### config.mk
export PLATFORM = sky130hd
export DESIGN_NAME = spi_master_param
export DESIGN_NICKNAME = d
export VERILOG_FILES = /design/src/rtl/spi_master_param.sv
export SDC_FILE = /design/constraint.sdc
export NUM_CORES = 1
export LEC_CHECK = 0
export BUFFER_PORTS_ARGS = -buffer_cell sky130_fd_sc_hd__buf_2
export CAP_MARGIN = 0
export CORE_ASPECT_RATIO = 1.2
export CORE_MARGIN = 5
export CORE_UTILIZATION = 50
export CTS_CLUSTER_SIZE = 30
export DETAILED_ROUTE_END_ITERATION = 10
export GPL_ROUTABILITY_DRIVEN = 0
export PLACE_DENSITY = 0.71
export SYNTH_ARGS = -nofsm -noshare
export SYNTH_HDL_FRONTEND = slang
export SYNTH_SLANG_ARGS = --single-unit
### constraint.sdc
create_clock -name clk -period 3.8 [get_ports clk]
set_clock_uncertainty 0.1 [all_clocks]
set_input_delay 0.76 -clock clk [delete_from_list [all_inputs] [get_ports clk]]
set_output_delay 0.76 -clock clk [all_outputs]
set_load 0.02 [all_outputs]
### src/rtl/spi_master_param.sv
// Parametrised full-duplex SPI master with start/busy/done handshake.
// SCLK is a registered output generated from the system clock.
module spi_master_param #(
  parameter int unsigned DATA_W    = 8,
  parameter int unsigned CLK_DIV   = 4,
  parameter bit          CPOL      = 1'b0,
  parameter bit          CPHA      = 1'b0,
  parameter bit          MSB_FIRST = 1'b1
) (
  input  logic              clk,
  input  logic              rst,
  input  logic              start,
  input  logic [DATA_W-1:0] tx_data,
  output logic              busy,
  output logic              done,
  output logic [DATA_W-1:0] rx_data,
  input  logic              miso,
  output logic              mosi,
  output logic              sclk,
  output logic              cs_n
);

  localparam int unsigned DIV_W  = (CLK_DIV > 1) ? $clog2(CLK_DIV) : 1;
  localparam int unsigned EDGE_W = $clog2(2 * DATA_W);
  localparam logic [DIV_W-1:0]  DIV_LAST  = DIV_W'(CLK_DIV - 1);
  localparam logic [EDGE_W-1:0] EDGE_LAST = EDGE_W'(2 * DATA_W - 1);

  typedef enum logic [1:0] {IDLE, LEAD, XFER, TRAIL} state_e;

  state_e              state_q, state_d;
  logic [DIV_W-1:0]    div_cnt_q, div_cnt_d;
  logic [EDGE_W-1:0]   edge_cnt_q, edge_cnt_d;
  logic [DATA_W-1:0]   tx_sh_q, tx_sh_d;
  logic [DATA_W-1:0]   rx_sh_q, rx_sh_d;
  logic [DATA_W-1:0]   rx_data_q, rx_data_d;
  logic                sclk_q, sclk_d;
  logic                mosi_q, mosi_d;
  logic                cs_n_q, cs_n_d;
  logic                busy_q, busy_d;
  logic                done_q, done_d;
  logic                tick;
  logic                tx_head;
  logic                tx_data_head;
  logic                sample_edge;

  assign tick         = (div_cnt_q == DIV_LAST);
  assign tx_head      = MSB_FIRST ? tx_sh_q[DATA_W-1] : tx_sh_q[0];
  assign tx_data_head = MSB_FIRST ? tx_data[DATA_W-1] : tx_data[0];
  // Even edge_cnt is a leading edge; CPHA=0 samples there, CPHA=1 on the odd ones.
  assign sample_edge  = (~edge_cnt_q[0]) ^ CPHA;

  // Next-state and output computation for the transfer sequencer.
  always_comb begin
    state_d    = state_q;
    div_cnt_d  = div_cnt_q;
    edge_cnt_d = edge_cnt_q;
    tx_sh_d    = tx_sh_q;
    rx_sh_d    = rx_sh_q;
    rx_data_d  = rx_data_q;
    sclk_d     = sclk_q;
    mosi_d     = mosi_q;
    cs_n_d     = cs_n_q;
    busy_d     = busy_q;
    done_d     = 1'b0;
    case (state_q)
      IDLE: begin
        if (start) begin
          state_d    = LEAD;
          cs_n_d     = 1'b0;
          busy_d     = 1'b1;
          div_cnt_d  = '0;
          edge_cnt_d = '0;
          rx_sh_d    = '0;
          if (!CPHA) begin
            // First bit goes out with CS; the register keeps only what remains.
            mosi_d  = tx_data_head;
            tx_sh_d = MSB_FIRST ? {tx_data[DATA_W-2:0], 1'b0}
                                : {1'b0, tx_data[DATA_W-1:1]};
          end else begin
            mosi_d  = 1'b0;
            tx_sh_d = tx_data;
          end
        end
      end
      LEAD: begin
        if (tick) begin
          div_cnt_d = '0;
          state_d   = XFER;
        end else begin
          div_cnt_d = div_cnt_q + DIV_W'(1);
        end
      end
      XFER: begin
        if (tick) begin
          div_cnt_d  = '0;
          sclk_d     = ~sclk_q;
          edge_cnt_d = edge_cnt_q + EDGE_W'(1);
          if (sample_edge) begin
            rx_sh_d = MSB_FIRST ? {rx_sh_q[DATA_W-2:0], miso}
                                : {miso, rx_sh_q[DATA_W-1:1]};
          end else if (CPHA || (edge_cnt_q != EDGE_LAST)) begin
            mosi_d  = tx_head;
            tx_sh_d = MSB_FIRST ? {tx_sh_q[DATA_W-2:0], 1'b0}
                                : {1'b0, tx_sh_q[DATA_W-1:1]};
          end
          if (edge_cnt_q == EDGE_LAST) begin
            edge_cnt_d = '0;
            state_d    = TRAIL;
          end
        end else begin
          div_cnt_d = div_cnt_q + DIV_W'(1);
        end
      end
      TRAIL: begin
        if (tick) begin
          div_cnt_d = '0;
          state_d   = IDLE;
          cs_n_d    = 1'b1;
          busy_d    = 1'b0;
          done_d    = 1'b1;
          rx_data_d = rx_sh_q;
          mosi_d    = 1'b0;
        end else begin
          div_cnt_d = div_cnt_q + DIV_W'(1);
        end
      end
      default: state_d = IDLE;
    endcase
  end

  // State and datapath registers with asynchronous reset.
  always_ff @(posedge clk or posedge rst) begin
    if (rst) begin
      state_q    <= IDLE;
      div_cnt_q  <= '0;
      edge_cnt_q <= '0;
      tx_sh_q    <= '0;
      rx_sh_q    <= '0;
      rx_data_q  <= '0;
      sclk_q     <= CPOL;
      mosi_q     <= 1'b0;
      cs_n_q     <= 1'b1;
      busy_q     <= 1'b0;
      done_q     <= 1'b0;
    end else begin
      state_q    <= state_d;
      div_cnt_q  <= div_cnt_d;
      edge_cnt_q <= edge_cnt_d;
      tx_sh_q    <= tx_sh_d;
      rx_sh_q    <= rx_sh_d;
      rx_data_q  <= rx_data_d;
      sclk_q     <= sclk_d;
      mosi_q     <= mosi_d;
      cs_n_q     <= cs_n_d;
      busy_q     <= busy_d;
      done_q     <= done_d;
    end
  end

  assign busy    = busy_q;
  assign done    = done_q;
  assign rx_data = rx_data_q;
  assign mosi    = mosi_q;
  assign sclk    = sclk_q;
  assign cs_n    = cs_n_q;

endmodule

Word-level counts from Yosys, hierarchy flattened
Index checks and enable logic that the tools add are counted.
- register bits: 37
- latch bits: 0
- RAM bits: 0
- ROM bits: 0
- bits of input ports: 12
- output and inout port bits: 13
- word-level logic and storage cells: 76
- memories: 0
- add/subtract/negate cells: 2
- $mul: 0
- divide/modulo/power cells: 0
- order comparisons: 0
- equality and inequality tests: 14
- shift-type cells: 0
- multiplexer cells: 35
- bitwise operators: 1
- reductions and logical operators: 13
- operators by type and width (cell ; number):
    2-to-1 mux 8 bit ; 7
    one-hot mux 8 bit (2 select lines) ; 2
    != test 2 bit (second input constant) ; 8
    2-to-1 mux 2 bit ; 7
    2-to-1 mux 4 bit ; 3
    2-to-1 mux 1 bit ; 10
    AND reduction 5 bit ; 2
    one-hot mux 2 bit (4 select lines) ; 1
    one-hot mux 4 bit (2 select lines) ; 1
    equality test 2 bit (second input constant) ; 3
    AND reduction 3 bit ; 2
    AND reduction 6 bit ; 1
    adder 4 x 1 -> 4 bit (second input constant) ; 1
    equality test 4 bit (second input constant) ; 1
    != test 4 bit (second input constant) ; 1
    one-hot mux 1 bit (2 select lines) ; 2
    one-hot mux 2 bit (2 select lines) ; 1
    AND reduction 2 bit ; 2
    AND reduction 4 bit ; 1
    nonzero test 2 bit ; 2
    one-hot mux 1 bit (3 select lines) ; 1
    nonzero test 3 bit ; 1
    OR reduction 3 bit ; 1
    adder 2 x 1 -> 2 bit (second input constant) ; 1
    other kinds (3) ; 3

Logic depth before layout (Yosys ltp)
- word-level depth: 5
- mapped depth: 8

Worst setup path before layout
No wires, ideal clock.
- path kind: input -> register
- start: input port start
- end: register tx_sh_q[2]
- arrival time: 1.669 ns
- path slack: 1.906 ns
- cell stages on the path: 5
- path buffers: 1
- path through: and2b_4 a21o_1 buf_6 nor2_8 mux2_4
- longest elaborated chain between the ends: 2
- RTL lines (what ; line ; text):
    start, declared ; 12 ; input logic start,
    != test 2 bit (no line) ; -- ;
    AND reduction 5 bit (no line) ; -- ;
    end signal, assigned ; 149 ; tx_sh_q <= tx_sh_d;
    end, declared ; 33 ; logic [DATA_W-1:0] tx_sh_q, tx_sh_d;
Every way passes these cells.
A chain may end at the register's enable or synchronous reset.

Worst setup path in the final report
- start: register state_q[0]
- end: register tx_sh_q[7]
- longest elaborated chain between the ends: 3
- RTL lines (what ; line ; text):
    start, declared ; 30 ; state_e state_q, state_d;
    start signal, assigned ; 146 ; state_q <= state_d;
    equality test 2 bit or logical NOT 2 bit (tied branches) ; 65 ; case (state_q)
    != test 2 bit (no line) or nonzero test 2 bit (tied branches) ; -- ;
    AND reduction 5 bit (no line) ; -- ;
Several ways; a longest one is shown, not always the timed one.

==> flow_metrics.tcl <==
set metrics [dict create \
    dr.pass1.iters 4 \
    rsz0062_at_grt "no" \
    setup_viol 0 \
    power_frac_seq 0.359 \
    placed_cell_area_um2 1890 \
    grt_pass1_vias 1246 \
    hpwl_um 2240 \
    crit_chain "inv_1 -> ha_1 -> nand2_1 -> a21o_1 -> nor2_8 -> mux2_4" \
    vias 1191 \
    cts_tree "built" \
    htreeDepth 2 \
    antenna_found_initial 0 \
    fin_crit_ns 2.35 \
    cp.arrival_ns 2.43 \
    track_usage 0.148 \
    synth.avg_cell_area_um2 11.5 \
    synth_fp_nets 173 \
    cts-root-buf "clkbuf_8" \
    most-common-layout-cells "dfrtp_1, nand2_1, buf_2, o21ai_1, mux2_2" \
    clockBufferDepth 2 \
    drc 0 \
    synth_edf_count 0 \
    yosys.area.top_type "dfrtp_1" \
    ys_ff_latch 36 \
    routed_wl_um 3150 \
    hold_buffers 0 \
    worst_pin_slew_ns 0.572 \
    outcome "finished, final reports clean" \
    critPathMaxFanout 17 \
    initial_core_util 0.523 \
    hold_viol 0 \
    power.switching_mw 0.561 \
    cts-resized-gates 0 \
    multi_input_area_um2 795 \
    fmax_ghz 0.425 \
    worst-setup-path-type "register to register" \
    syn_inst 153 \
    area_growth_pct 14.6 \
    n_fill_cell 264 \
    cts.clk_slew.worst_paths_ns 0.07 \
    finalMaxSlewViolations 0 \
    via_per_inst 5.49 \
    tns_ns 0 \
    synthDominantCellAreaShare 0.497 \
    wl_per_cell_um 14.5 \
    hold_class "register to register" \
    die_area_um2 4820 \
    grt_pass1_wl_um 5520 \
    slowest_delay_ns 0.52 \
    cts_buffers 5 \
    die_w_um 64.2 \
    regToRegSetupSlack_ns 1.45 \
    relSlewSlack 0.618 \
    clk_latency_ns 0.28 \
    synth_ff_type "dfrtp_1" \
    grtUsageMet3 0.0299 \
    power.total_mw 1.59 \
    p_comb_frac 0.412 \
    met1_usage 0.166 \
    leakage_nw 1.01 \
    intPower_mw 1.03 \
    fp-row-count 23 \
    power.density_nw_per_um2 789 \
    grt_max_degree 37 \
    yosysSeqAreaShare 0.512 \
    fin_crit_sh 0.620 \
    drv_cap 0 \
    dieHeight_um 75.0 \
    ir_worst_vdd_v 0.000560 \
    n_antenna_cell 0 \
    regArea_um2 902 \
    cts_sinks 36 \
    syn-cell-area_um2 1760 \
    critPathLaunchType "register" \
    grt-ovfl-total 0 \
    pin_count 25 \
    cp.required_ns 3.87 \
    power_frac_clock 0.229 \
    switching_share 0.352 \
    fin_nets 199 \
    grt_use_met2 0.259 \
    core_area_um2 3370 \
    drive_above_1_share 0.328 \
    ys_types 34 \
    port_buffers 24 \
    endpoint_kind "register" \
    ant_nets 0 \
    ys_async_sr_fraction 1.00 \
    drtIter0Drc 50 \
    grt_most_used_layer "met2" \
    final_common_cell "dfrtp_1" \
    netlist_top_cells_area "dfrtp_1, mux2_2, ha_1" \
    post_cts_buffers 0 \
    slowest_stage "ha_1" \
    yosysWarningCount 0 \
    postLayoutCellArea_um2 2020 \
]
## Yosys cell counts (2+ instances only)
library cell	number
nor2_1	4
o41ai_1	2
nand2b_1	2
mux2_2	14
nor2b_1	2
dfrtp_1	35
a21o_1	3
mux2_4	6
inv_1	6
a21oi_1	4
mux2_1	2
nor3_1	2
ha_1	8
clkbuf_1	2
nand2_1	26
o21ai_1	15
nor4_1	2
buf_6	2
## critical path, delay by kind of cell (launching register included)
| family | cells | cell delay [ns] |
|---|---|---|
| flops | 1 | 0.42 |
| simple gates | 2 | 0.38 |
| compound gates | 1 | 0.35 |
| buf+inv | 1 | 0.15 |
| fa+ha+maj | 1 | 0.52 |
| mux | 1 | 0.32 |
## kinds of logic (layout without fill, tap and decap cells)
logic type / count (synthesis) / in the layout / synth area share
simple gates: 46 / 46 / 0.133
flops: 36 / 36 / 0.512
compound gates: 28 / 28 / 0.103
mux: 22 / 22 / 0.153
buf+inv: 12 / 39 / 0.0369
fa+ha+maj: 8 / 8 / 0.0568
xor+xnor: 1 / 1 / 0.00497
## registers in the layout (all words and copies together) (netlist names)
register and count:
edge_cnt_q 4, cs_n 1, div_cnt_q 2, sclk 1
mosi 1, busy 1, rx_sh_q 8, done 1
tx_sh_q 7, rx_data 8, state_q 2
## routing by layer
layer  share of wire  vias to the layer above
met1            0.39                      574
met4           0.031                        0
met2            0.53                       30
met5               0                        -
met3           0.046                        9
li1                -                      578
## through the flow
stage	util	hold WS, ns	std cells	setup slack, ns
floorplan	-	0.342	153	1.91
global placement	0.562	0.355	209	1.57
detailed placement	0.562	0.362	209	1.46
CTS	0.600	0.379	217	1.43
global route	0.600	0.408	217	1.24
finish	0.600	0.377	217	1.45
## path summary, 6_finish.rpt
path | start | to | depth (start not counted)
worst max-delay path | state_q[0] | tx_sh_q[7] | 6
worst min-delay path | div_cnt_q[1] | div_cnt_q[1] | 2
worst max register to register | state_q[0] | tx_sh_q[7] | 6
worst min register to register | div_cnt_q[1] | div_cnt_q[1] | 2
max in group asynchronous | rst | cs_n | 3
min in group asynchronous | rst | tx_sh_q[5] | 3
## layout make-up
type                       instances  share of cell area
timing repair buffer              25              0.0632
sequential                        36               0.447
inverter                           6              0.0112
clock inverter                     1              0.0149
tap                               37              0.0229
clock buffer                       7              0.0477
multi-input combinational        105               0.393
## power groups by stage
stage | Sequential (mW) | Clock [mW] | Combinational, mW
global placement | 0.572 | 0 | 0.630
CTS | 0.573 | 0.373 | 0.666
global route | 0.587 | 0.391 | 0.725
floorplan | 0.587 | 0 | 0.545
detailed placement | 0.577 | 0 | 0.662
finish | 0.572 | 0.364 | 0.657
(Power assumes the default switching activity.)
